`config.mk`:
```
export PLATFORM = sky130hd
export DESIGN_NAME = mc_controller
export DESIGN_NICKNAME = d
export VERILOG_FILES = /design/src/rtl/mc_controller.sv
export SDC_FILE = /design/constraint.sdc
export NUM_CORES = 1
export LEC_CHECK = 0
export CAP_MARGIN = 5
export CORE_MARGIN = 2
export CORE_UTILIZATION = 51
export DETAILED_ROUTE_END_ITERATION = 7
export GPL_TIMING_DRIVEN = 0
export PLACE_DENSITY = 0.84
export SETUP_SLACK_MARGIN = 0.3
export SLEW_MARGIN = 20
export SYNTH_ARGS = -nofsm -noshare
export SYNTH_HDL_FRONTEND = slang
export SYNTH_SLANG_ARGS = --single-unit
```
`constraint.sdc`:
```
create_clock -name clk -period 7.6 [get_ports clk]
set_clock_uncertainty 0.2 [all_clocks]
set_input_delay 1.52 -clock clk [delete_from_list [all_inputs] [get_ports clk]]
set_output_delay 1.52 -clock clk [all_outputs]
set_load 0.01 [all_outputs]
```
`src/rtl/mc_controller.sv`:
```
// Multicycle MIPS control unit: main-decoder FSM with memory wait states,
// illegal-instruction trapping and a retired-instruction counter.
module mc_controller #(
  parameter bit WAIT_EN   = 1'b1,
  parameter bit TRAP_HALT = 1'b1,
  parameter int CNTW      = 32
) (
  input  logic            clk,
  input  logic            reset,
  input  logic [5:0]      op,
  input  logic [5:0]      funct,
  input  logic            zero,
  input  logic            mem_ready,
  output logic            pcen,
  output logic            memreq,
  output logic            memwrite,
  output logic            irwrite,
  output logic            regwrite,
  output logic            alusrca,
  output logic            iord,
  output logic            immzero,
  output logic [1:0]      memtoreg,
  output logic [1:0]      regdst,
  output logic [1:0]      alusrcb,
  output logic [1:0]      pcsrc,
  output logic [2:0]      alucontrol,
  output logic            illegal,
  output logic [3:0]      state,
  output logic [CNTW-1:0] instret
);

  localparam logic [5:0] OP_RTYPE = 6'b000000;
  localparam logic [5:0] OP_LW    = 6'b100011;
  localparam logic [5:0] OP_SW    = 6'b101011;
  localparam logic [5:0] OP_BEQ   = 6'b000100;
  localparam logic [5:0] OP_BNE   = 6'b000101;
  localparam logic [5:0] OP_ADDI  = 6'b001000;
  localparam logic [5:0] OP_SLTI  = 6'b001010;
  localparam logic [5:0] OP_ANDI  = 6'b001100;
  localparam logic [5:0] OP_ORI   = 6'b001101;
  localparam logic [5:0] OP_J     = 6'b000010;
  localparam logic [5:0] OP_JAL   = 6'b000011;

  localparam logic [2:0] ALU_ADD = 3'b010;
  localparam logic [2:0] ALU_SUB = 3'b110;
  localparam logic [2:0] ALU_AND = 3'b000;
  localparam logic [2:0] ALU_OR  = 3'b001;
  localparam logic [2:0] ALU_SLT = 3'b111;

  typedef enum logic [3:0] {
    S_FETCH   = 4'd0,
    S_DECODE  = 4'd1,
    S_MEMADR  = 4'd2,
    S_MEMRD   = 4'd3,
    S_MEMWB   = 4'd4,
    S_MEMWR   = 4'd5,
    S_EXECUTE = 4'd6,
    S_ALUWB   = 4'd7,
    S_BRANCH  = 4'd8,
    S_IEXEC   = 4'd9,
    S_IWB     = 4'd10,
    S_JUMP    = 4'd11,
    S_JAL     = 4'd12,
    S_TRAP    = 4'd13
  } state_t;

  state_t          state_q, state_d;
  logic [CNTW-1:0] instret_q, instret_d;

  logic       ready;
  logic       funct_ok;
  logic [2:0] funct_alu;
  logic       pcwrite_c, branch_c, memreq_c, memwrite_c, irwrite_c, regwrite_c;
  logic       alusrca_c, iord_c, immzero_c, illegal_c;
  logic [1:0] memtoreg_c, regdst_c, alusrcb_c, pcsrc_c;
  logic [2:0] alucontrol_c;

  assign ready = WAIT_EN ? mem_ready : 1'b1;

  always_comb begin
    funct_ok  = 1'b1;
    funct_alu = ALU_ADD;
    case (funct)
      6'b100000: funct_alu = ALU_ADD;
      6'b100010: funct_alu = ALU_SUB;
      6'b100100: funct_alu = ALU_AND;
      6'b100101: funct_alu = ALU_OR;
      6'b101010: funct_alu = ALU_SLT;
      default:   funct_ok  = 1'b0;
    endcase
  end

  always_comb begin
    state_d      = state_q;
    pcwrite_c    = 1'b0;
    branch_c     = 1'b0;
    memreq_c     = 1'b0;
    memwrite_c   = 1'b0;
    irwrite_c    = 1'b0;
    regwrite_c   = 1'b0;
    alusrca_c    = 1'b0;
    iord_c       = 1'b0;
    immzero_c    = 1'b0;
    illegal_c    = 1'b0;
    memtoreg_c   = 2'b00;
    regdst_c     = 2'b00;
    alusrcb_c    = 2'b00;
    pcsrc_c      = 2'b00;
    alucontrol_c = 3'b000;
    case (state_q)
      S_FETCH: begin
        memreq_c     = 1'b1;
        alusrcb_c    = 2'b01;
        alucontrol_c = ALU_ADD;
        irwrite_c    = ready;
        pcwrite_c    = ready;
        if (ready) state_d = S_DECODE;
      end
      S_DECODE: begin
        alusrcb_c    = 2'b11;
        alucontrol_c = ALU_ADD;
        case (op)
          OP_LW, OP_SW:                      state_d = S_MEMADR;
          OP_RTYPE:                          state_d = funct_ok ? S_EXECUTE : S_TRAP;
          OP_BEQ, OP_BNE:                    state_d = S_BRANCH;
          OP_ADDI, OP_SLTI, OP_ANDI, OP_ORI: state_d = S_IEXEC;
          OP_J:                              state_d = S_JUMP;
          OP_JAL:                            state_d = S_JAL;
          default:                           state_d = S_TRAP;
        endcase
      end
      S_MEMADR: begin
        alusrca_c    = 1'b1;
        alusrcb_c    = 2'b10;
        alucontrol_c = ALU_ADD;
        state_d      = (op == OP_SW) ? S_MEMWR : S_MEMRD;
      end
      S_MEMRD: begin
        memreq_c = 1'b1;
        iord_c   = 1'b1;
        if (ready) state_d = S_MEMWB;
      end
      S_MEMWB: begin
        regwrite_c = 1'b1;
        memtoreg_c = 2'b01;
        state_d    = S_FETCH;
      end
      S_MEMWR: begin
        memreq_c   = 1'b1;
        memwrite_c = 1'b1;
        iord_c     = 1'b1;
        if (ready) state_d = S_FETCH;
      end
      S_EXECUTE: begin
        alusrca_c    = 1'b1;
        alucontrol_c = funct_alu;
        state_d      = S_ALUWB;
      end
      S_ALUWB: begin
        regwrite_c = 1'b1;
        regdst_c   = 2'b01;
        state_d    = S_FETCH;
      end
      S_BRANCH: begin
        alusrca_c    = 1'b1;
        alucontrol_c = ALU_SUB;
        pcsrc_c      = 2'b01;
        branch_c     = 1'b1;
        state_d      = S_FETCH;
      end
      S_IEXEC: begin
        alusrca_c = 1'b1;
        alusrcb_c = 2'b10;
        case (op)
          OP_SLTI: alucontrol_c = ALU_SLT;
          OP_ANDI: begin alucontrol_c = ALU_AND; immzero_c = 1'b1; end
          OP_ORI:  begin alucontrol_c = ALU_OR;  immzero_c = 1'b1; end
          default: alucontrol_c = ALU_ADD;
        endcase
        state_d = S_IWB;
      end
      S_IWB: begin
        regwrite_c = 1'b1;
        state_d    = S_FETCH;
      end
      S_JUMP: begin
        pcwrite_c = 1'b1;
        pcsrc_c   = 2'b10;
        state_d   = S_FETCH;
      end
      S_JAL: begin
        pcwrite_c  = 1'b1;
        pcsrc_c    = 2'b10;
        regwrite_c = 1'b1;
        regdst_c   = 2'b10;
        memtoreg_c = 2'b10;
        state_d    = S_FETCH;
      end
      S_TRAP: begin
        illegal_c = 1'b1;
        if (!TRAP_HALT) state_d = S_FETCH;
      end
      default: state_d = S_FETCH;
    endcase

    // An instruction retires when it hands control back to FETCH; skipped traps do not.
    instret_d = instret_q;
    if (state_d == S_FETCH && state_q != S_FETCH && state_q != S_TRAP)
      instret_d = instret_q + CNTW'(1);
  end

  always_ff @(posedge clk or negedge reset) begin
    if (!reset) begin
      state_q   <= S_FETCH;
      instret_q <= '0;
    end else begin
      state_q   <= state_d;
      instret_q <= instret_d;
    end
  end

  assign pcen       = reset & (pcwrite_c | (branch_c & (zero ^ (op == OP_BNE))));
  assign memreq     = reset & memreq_c;
  assign memwrite   = reset & memwrite_c;
  assign irwrite    = reset & irwrite_c;
  assign regwrite   = reset & regwrite_c;
  assign alusrca    = alusrca_c;
  assign iord       = iord_c;
  assign immzero    = immzero_c;
  assign memtoreg   = memtoreg_c;
  assign regdst     = regdst_c;
  assign alusrcb    = alusrcb_c;
  assign pcsrc      = pcsrc_c;
  assign alucontrol = alucontrol_c;
  assign illegal    = illegal_c;
  assign state      = state_q;
  assign instret    = instret_q;

endmodule
```
==> results of run 1 <==
[per-stage QoR]
step / setup slack (ns) / utilization (%) / power [mW]
after global routing: 1.97 / 73.3 / 1.01
after detailed placement: 2.19 / 71.5 / 0.807
after floorplan: 3.37 / - / 0.597
after global placement: 1.74 / 71.2 / 0.799
after CTS: 2.19 / 73.3 / 0.937
final: 2.17 / 73.3 / 0.942
[report_power, final]
group | internal (mW) | switching [mW]
Sequential | 0.219 | 0.0303
Clock | 0.0623 | 0.0678
Combinational | 0.265 | 0.298
[area by class of cell]
class,count,area [um2]
Buffer,14,76.3
Clock buffer,6,72.6
Clock inverter,1,5.00
Fill cell,340,1180
Inverter,4,15.0
Multi-Input combinational cell,211,1380
Sequential cell,36,901
Tap cell,52,65.1
Timing Repair Buffer,71,716
[per-layer routing]
metal	vias to the layer above	GRT usage (%)
met3	12	5.56
met2	82	38.7
met1	1150	38.7
li1	1123	-
met4	0	5.66
met5	-	0
[worst max-delay path, cell delays in order]
cell                              delay (ns)
sky130_fd_sc_hd__clkdlybuf4s50_1        0.57
sky130_fd_sc_hd__nor2b_1                0.33
sky130_fd_sc_hd__nand2_1                0.13
sky130_fd_sc_hd__nor3_1                 0.16
sky130_fd_sc_hd__nor3b_1                0.09
sky130_fd_sc_hd__o32ai_1                0.24
sky130_fd_sc_hd__and2_1                 0.15
sky130_fd_sc_hd__clkdlybuf4s50_1        0.52
[logic make-up after synthesis]
kind of cell | after synthesis | share of synthesized area [%]
fa+ha+maj | 1 | 0.527
simple gates | 143 | 34.7
flops | 36 | 37.9
buf+inv | 18 | 3.84
compound gates | 31 | 9.37
xor+xnor | 33 | 12.2
mux | 3 | 1.47
[sequential cells by signal (all words and copies together), names as in the netlist]
register / count
instret: 32
state: 4
[worst paths after layout]
kind | startpoint | endpoint | slack (ns) | cells after the start
min reg2reg | instret[31] | instret[31] | 0.29 | 1
max | op[2] | pcen | 2.17 | 8
min | instret[31] | instret[31] | 0.29 | 1
max in group asynchronous | reset | instret[28] | 5.88 | 2
min in group asynchronous | reset | instret[11] | 0.89 | 1
max reg2reg | state[3] | instret[1] | 4.69 | 7
[synth_stat cells, drive strengths merged (4+ instances only)]
cell type and count:
a21oi 5, and2 4, and3 17, buf 4
clkbuf 10, dfrtp 36, inv 4, nand2 16
nand2b 5, nand3 14, nand4 28, nor2 21
nor2b 9, nor3 8, nor3b 4, o21ai 5
or2 4, xnor2 31
==> flow_metrics.env, run 1 <==
export IMPL_fin_setup_tns_ns=0
export IMPL_met2WireLength_um=2960
export IMPL_final_antenna_net_count=0
export IMPL_setup_violations=0
export IMPL_critical_path_max_fanout=7
export IMPL_synth_flop_cell="sky130_fd_sc_hd__dfrtp_1"
export IMPL_worst_slew_pin_slew_ns=0.747
export IMPL_gpl_final_weighted_congestion=0.890
export IMPL_sequential_cell_area_fraction_in_the_yosys_report_pct=37.9
export IMPL_timing_max_slew_rel_slack_pct=50.1
export IMPL_tritoncts="yes"
export IMPL_worst_ir_drop_vdd_mv=0.211
export IMPL_fraction_of_final_layout_cells_sized_beyond_drive_strength_1_pct=6.12
export IMPL_io_buffers=70
export IMPL_required_ns=5.88
export IMPL_cp_data_arrival_time_ns=3.71
export IMPL_die_h_um=72.3
export IMPL_vias=2367
export IMPL_power_leakage_nw=1.30
export IMPL_postSynthCellCount=265
export IMPL_worstHoldPathType="flop to flop"
export IMPL_fp_dieArea_mm2=0.00522
export IMPL_clkLatencyLatePin_ns=0.29
export IMPL_viasPerCell=5.99
export IMPL_route_top_layer_used="met4"
export IMPL_min_period_ns=5.43
export IMPL_placeableCoreArea_mm2=0.00441
export IMPL_async_flop_share_pct=100
export IMPL_min_period_over_period_pct=71.5
export IMPL_fp_row_count=24
export IMPL_post_route_drc_count=0
export IMPL_grt_setup_unrepaired="no"
export IMPL_proportion_of_netlist_area_held_by_the_largest_area_contributor_pct=37.9
export IMPL_cts_max_path_buffers=2
export IMPL_status="completed"
export IMPL_synth_largest_area_cell="sky130_fd_sc_hd__dfrtp_1"
export IMPL_layoutNonFillerInstCount=395
export IMPL_antennaDiodeCount=0
export IMPL_synth_enable_flop_cells=0
export IMPL_clkSlewWorstSetupHoldPaths_ns=0.07
export IMPL_criticalPathCategory="primary input to output port"
export IMPL_timing_hold_violations_final=0
export IMPL_grt_pass1_wl_um=10700
export IMPL_power_per_cell_area_mw_per_mm2=291
export IMPL_yosys_top_cells_area="sky130_fd_sc_hd__dfrtp_1 (38%), sky130_fd_sc_hd__xnor2_1 (11%), sky130_fd_sc_hd__nand4_1 (7.4%)"
export IMPL_tritoncts_num_buffers=5
export IMPL_kind_of_start_point_of_the_critical_path="primary input"
export IMPL_die_width_um=72.3
export IMPL_antenna_found_initial=0
export IMPL_yosys_register_bits=36
export IMPL_grt_max_degree=30
export IMPL_dr_wl_met3_um=397
export IMPL_grt_pass1_vias=2142
export IMPL_globalRouteOverflowTotal=0
export IMPL_report_final_slew_viol_count=0
export IMPL_holdWs_ns=0.286
export IMPL_ys_warnings_count=0
export IMPL_wl_met1_um=2960
export IMPL_floorplan_initialDensity_pct=53.8
export IMPL_drt_total_wl_um=6410
export IMPL_top_level_ports=72
export IMPL_layout_overhead_on_the_synthesized_area_pct=36.1
export IMPL_clock_root_buffer="sky130_fd_sc_hd__clkbuf_8"
export IMPL_most_common_layout_cells="sky130_fd_sc_hd__clkdlybuf4s50_1 (69), sky130_fd_sc_hd__dfrtp_1 (36), sky130_fd_sc_hd__xnor2_1 (31)"
export IMPL_gr_usage_all_layers_pct=25.9
export IMPL_layout_cells_most_common="sky130_fd_sc_hd__clkdlybuf4s50_1"
export IMPL_clock_sinks=36
export IMPL_max_clock_freq_mhz=184
export IMPL_synthesis_area_per_instance_um2=8.97
export IMPL_crit_path_end_kind="output port"
export IMPL_finish_instance_area_mm2=0.00323
export IMPL_cts_hold_buffers=0
export IMPL_post_cts_resize_count=0
export IMPL_placed_area_mm2=0.00316
export IMPL_wire_per_inst_um=16.2
export IMPL_post_cts_buffers=0
export IMPL_dpl_hpwl_um=4770
export IMPL_syn_nets=282
export IMPL_syn_cell_area_mm2=0.00238
export IMPL_dr_first_iter_drc_count=227
export IMPL_maxCapViolations=0
export IMPL_nets=360
export IMPL_yosysUniqueCellTypes=48
export IMPL_detailedRoute_firstPassIterationCount=4
export IMPL_htreeDepth=2
export IMPL_numPlacedInstances=388
Note: power is estimated with default switching activity, not from simulation.
==> run 2: changes to the inputs <==
--- a/config.mk
+++ b/config.mk
@@ -7,10 +7,10 @@
 export LEC_CHECK = 0
 export CAP_MARGIN = 5
 export CORE_MARGIN = 2
-export CORE_UTILIZATION = 51
+export CORE_UTILIZATION = 47
 export DETAILED_ROUTE_END_ITERATION = 7
 export GPL_TIMING_DRIVEN = 0
-export PLACE_DENSITY = 0.84
+export PLACE_DENSITY = 0.78
 export SETUP_SLACK_MARGIN = 0.3
 export SLEW_MARGIN = 20
 export SYNTH_ARGS = -nofsm -noshare
==> constraint.sdc (replaced) <==
create_clock -name clk -period 5.31 [get_ports clk]
set_clock_uncertainty 0.2 [all_clocks]
set_input_delay 1.062 -clock clk [delete_from_list [all_inputs] [get_ports clk]]
set_output_delay 1.062 -clock clk [all_outputs]
set_load 0.01 [all_outputs]
==> flow_metrics.env, run 2 (same netlist as run 1, synthesis figures left out) <==
export IMPL_clock_root_buffer="sky130_fd_sc_hd__clkbuf_8"
export IMPL_top_level_ports=72
export IMPL_crit_path_end_kind="output port"
export IMPL_placed_area_mm2=0.00318
export IMPL_maxCapViolations=0
export IMPL_grt_setup_unrepaired="no"
export IMPL_die_h_um=75.1
export IMPL_worst_ir_drop_vdd_mv=0.360
export IMPL_numPlacedInstances=403
export IMPL_route_top_layer_used="met4"
export IMPL_grt_pass1_wl_um=10100
export IMPL_layout_overhead_on_the_synthesized_area_pct=39.0
export IMPL_required_ns=4.05
export IMPL_flip_flop_count_of_the_largest_register_after_layout=32
export IMPL_reg2reg_from="state[3]"
export IMPL_clkLatencyLatePin_ns=0.29
export IMPL_cp_data_arrival_time_ns=3.36
export IMPL_fillerInstances=405
export IMPL_io_buffers=70
export IMPL_slowest_cell_on_the_critical_path="sky130_fd_sc_hd__clkdlybuf4s50_1"
export IMPL_gpl_final_weighted_congestion=0.877
export IMPL_setup_violations=0
export IMPL_cts_max_path_buffers=2
export IMPL_power_clock_fraction_pct=18.5
export IMPL_grt_max_degree=30
export IMPL_power_leakage_nw=1.32
export IMPL_worstHoldPathType="flop to flop"
export IMPL_fp_row_count=25
export IMPL_post_route_drc_count=0
export IMPL_criticalPathCategory="primary input to output port"
export IMPL_nets=360
export IMPL_wire_per_inst_um=15.2
export IMPL_tritoncts_num_buffers=5
export IMPL_post_route_util_pct=69.0
export IMPL_antennaDiodeCount=0
export IMPL_htreeDepth=2
export IMPL_crit_reg2reg_capture="instret[1]"
export IMPL_most_common_layout_cells="sky130_fd_sc_hd__clkdlybuf4s50_1 (69), sky130_fd_sc_hd__dfrtp_1 (36), sky130_fd_sc_hd__xnor2_1 (31)"
export IMPL_vias=2301
export IMPL_report_final_slew_viol_count=0
export IMPL_post_cts_buffers=0
export IMPL_viasPerCell=5.60
export IMPL_grt_pass1_vias=2034
export IMPL_crit_start="op[2]"
export IMPL_power_switching_share_pct=39.7
export IMPL_rrSetupSlack_ns=2.45
export IMPL_worst_slew_pin_slew_ns=0.749
export IMPL_worst_path_largest_cell_delay_ns=0.57
export IMPL_hold_start="instret[14]"
export IMPL_placeableCoreArea_mm2=0.00479
export IMPL_final_antenna_net_count=0
export IMPL_critical_path_most_common_cell="sky130_fd_sc_hd__clkdlybuf4s50_1"
export IMPL_dr_first_iter_drc_count=152
export IMPL_crit_path_cell_trace="clkdlybuf4s50_1, nor2b_1, nand2_1, o21ai_0, nor3b_1, o32ai_1, and2_1, clkdlybuf4s50_1"
export IMPL_fp_dieArea_mm2=0.00564
export IMPL_finish_instance_area_mm2=0.00330
export IMPL_clock_sinks=36
export IMPL_drt_total_wl_um=6240
export IMPL_critical_path_max_fanout=7
export IMPL_power_per_cell_area_mw_per_mm2=432
export IMPL_kind_of_start_point_of_the_critical_path="primary input"
export IMPL_gr_usage_all_layers_pct=23.4
export IMPL_min_period_ns=4.62
export IMPL_worst_r2r_path_depth=7
export IMPL_crit_path_end="pcen"
export IMPL_comb_power_share_pct=56.5
export IMPL_detailedRoute_firstPassIterationCount=4
export IMPL_floorplan_initialDensity_pct=49.6
export IMPL_clkSlewWorstSetupHoldPaths_ns=0.07
export IMPL_timing_max_slew_rel_slack_pct=49.9
export IMPL_wl_met1_um=3140
export IMPL_fin_setup_tns_ns=0
export IMPL_antenna_found_initial=0
export IMPL_dpl_hpwl_um=4640
export IMPL_cts_hold_buffers=0
export IMPL_internal_power_mw=0.859
export IMPL_fraction_of_final_layout_cells_sized_beyond_drive_strength_1_pct=6.69
export IMPL_layoutNonFillerInstCount=411
export IMPL_post_cts_resize_count=0
export IMPL_max_clock_freq_mhz=216
export IMPL_tritoncts="yes"
export IMPL_die_width_um=75.1
export IMPL_min_period_over_period_pct=87.0
export IMPL_layout_cells_most_common="sky130_fd_sc_hd__clkdlybuf4s50_1"
export IMPL_dr_wl_met3_um=301
export IMPL_timing_hold_violations_final=0
export IMPL_status="completed"
export IMPL_power_sequential_fraction_pct=25.0
export IMPL_met2WireLength_um=2700
export IMPL_globalRouteOverflowTotal=0
export IMPL_netSwitchingPower_mw=0.566
==> run 2: through the flow <==
stage / setup WS, ns / hold slack, ns / total power, mW
5_1_grt: 0.552 / 0.301 / 1.51
4_1_cts: 0.758 / 0.298 / 1.43
3_3_place_gp: 0.354 / 0.275 / 1.15
2_1_floorplan: 1.99 / 0.307 / 0.854
3_5_place_dp: 0.790 / 0.285 / 1.16
6_report: 0.689 / 0.295 / 1.43
==> run 2: per-layer routing <==
metal,up-vias,track usage [%]
met2,76,32.8
met4,0,7.34
li1,1121,-
met5,-,0
met1,1092,35.9
met3,12,4.82
==> run 2: worst min path at each step <==
stage	cells past startpoint	endpoint
3_3_place_gp	1	instret[21]
4_1_cts	1	instret[14]
2_1_floorplan	1	instret[31]
5_1_grt	1	instret[31]
6_report	1	instret[14]
3_5_place_dp	1	instret[5]
==> run 2: final cells by class <==
cell class / instances / area, um2 / area share, %
Multi-Input combinational cell: 211 / 1380 / 41.9
Sequential cell: 36 / 901 / 27.3
Timing Repair Buffer: 71 / 716 / 21.7
Clock buffer: 7 / 96.3 / 2.92
Tap cell: 67 / 83.8 / 2.54
Buffer: 14 / 76.3 / 2.31
Clock inverter: 1 / 30.0 / 0.909
Inverter: 4 / 15.0 / 0.455
==> run 2: power by group through the flow <==
stage          sequential [mW]  clock [mW]  combinational (mW)
2_1_floorplan            0.369           0               0.485
6_report                 0.357       0.263               0.805
3_3_place_gp             0.362           0               0.792
3_5_place_dp             0.361           0               0.799
5_1_grt                  0.363       0.280               0.871
4_1_cts                  0.357       0.266               0.803
==> run 2: worst max-delay path: cells and delay by family <==
| kind | cells | cell delay, ns |
|---|---|---|
| AO/OA/AOI/OAI | 2 | 0.27 |
| buffers and inverters | 2 | 1.04 |
| AND/OR/NAND/NOR | 4 | 0.99 |
==> run 3: changes to the inputs <==
--- a/config.mk
+++ b/config.mk
@@ -5,14 +5,14 @@
 export SDC_FILE = /design/constraint.sdc
 export NUM_CORES = 1
 export LEC_CHECK = 0
-export CAP_MARGIN = 5
+export CAP_MARGIN = 20
 export CORE_MARGIN = 2
 export CORE_UTILIZATION = 47
 export DETAILED_ROUTE_END_ITERATION = 7
 export GPL_TIMING_DRIVEN = 0
 export PLACE_DENSITY = 0.78
 export SETUP_SLACK_MARGIN = 0.3
-export SLEW_MARGIN = 20
+export SLEW_MARGIN = 10
 export SYNTH_ARGS = -nofsm -noshare
 export SYNTH_HDL_FRONTEND = slang
 export SYNTH_SLANG_ARGS = --single-unit
==> results of run 3 <==
Final layout, timing and power as in run 2 (identical DEF).
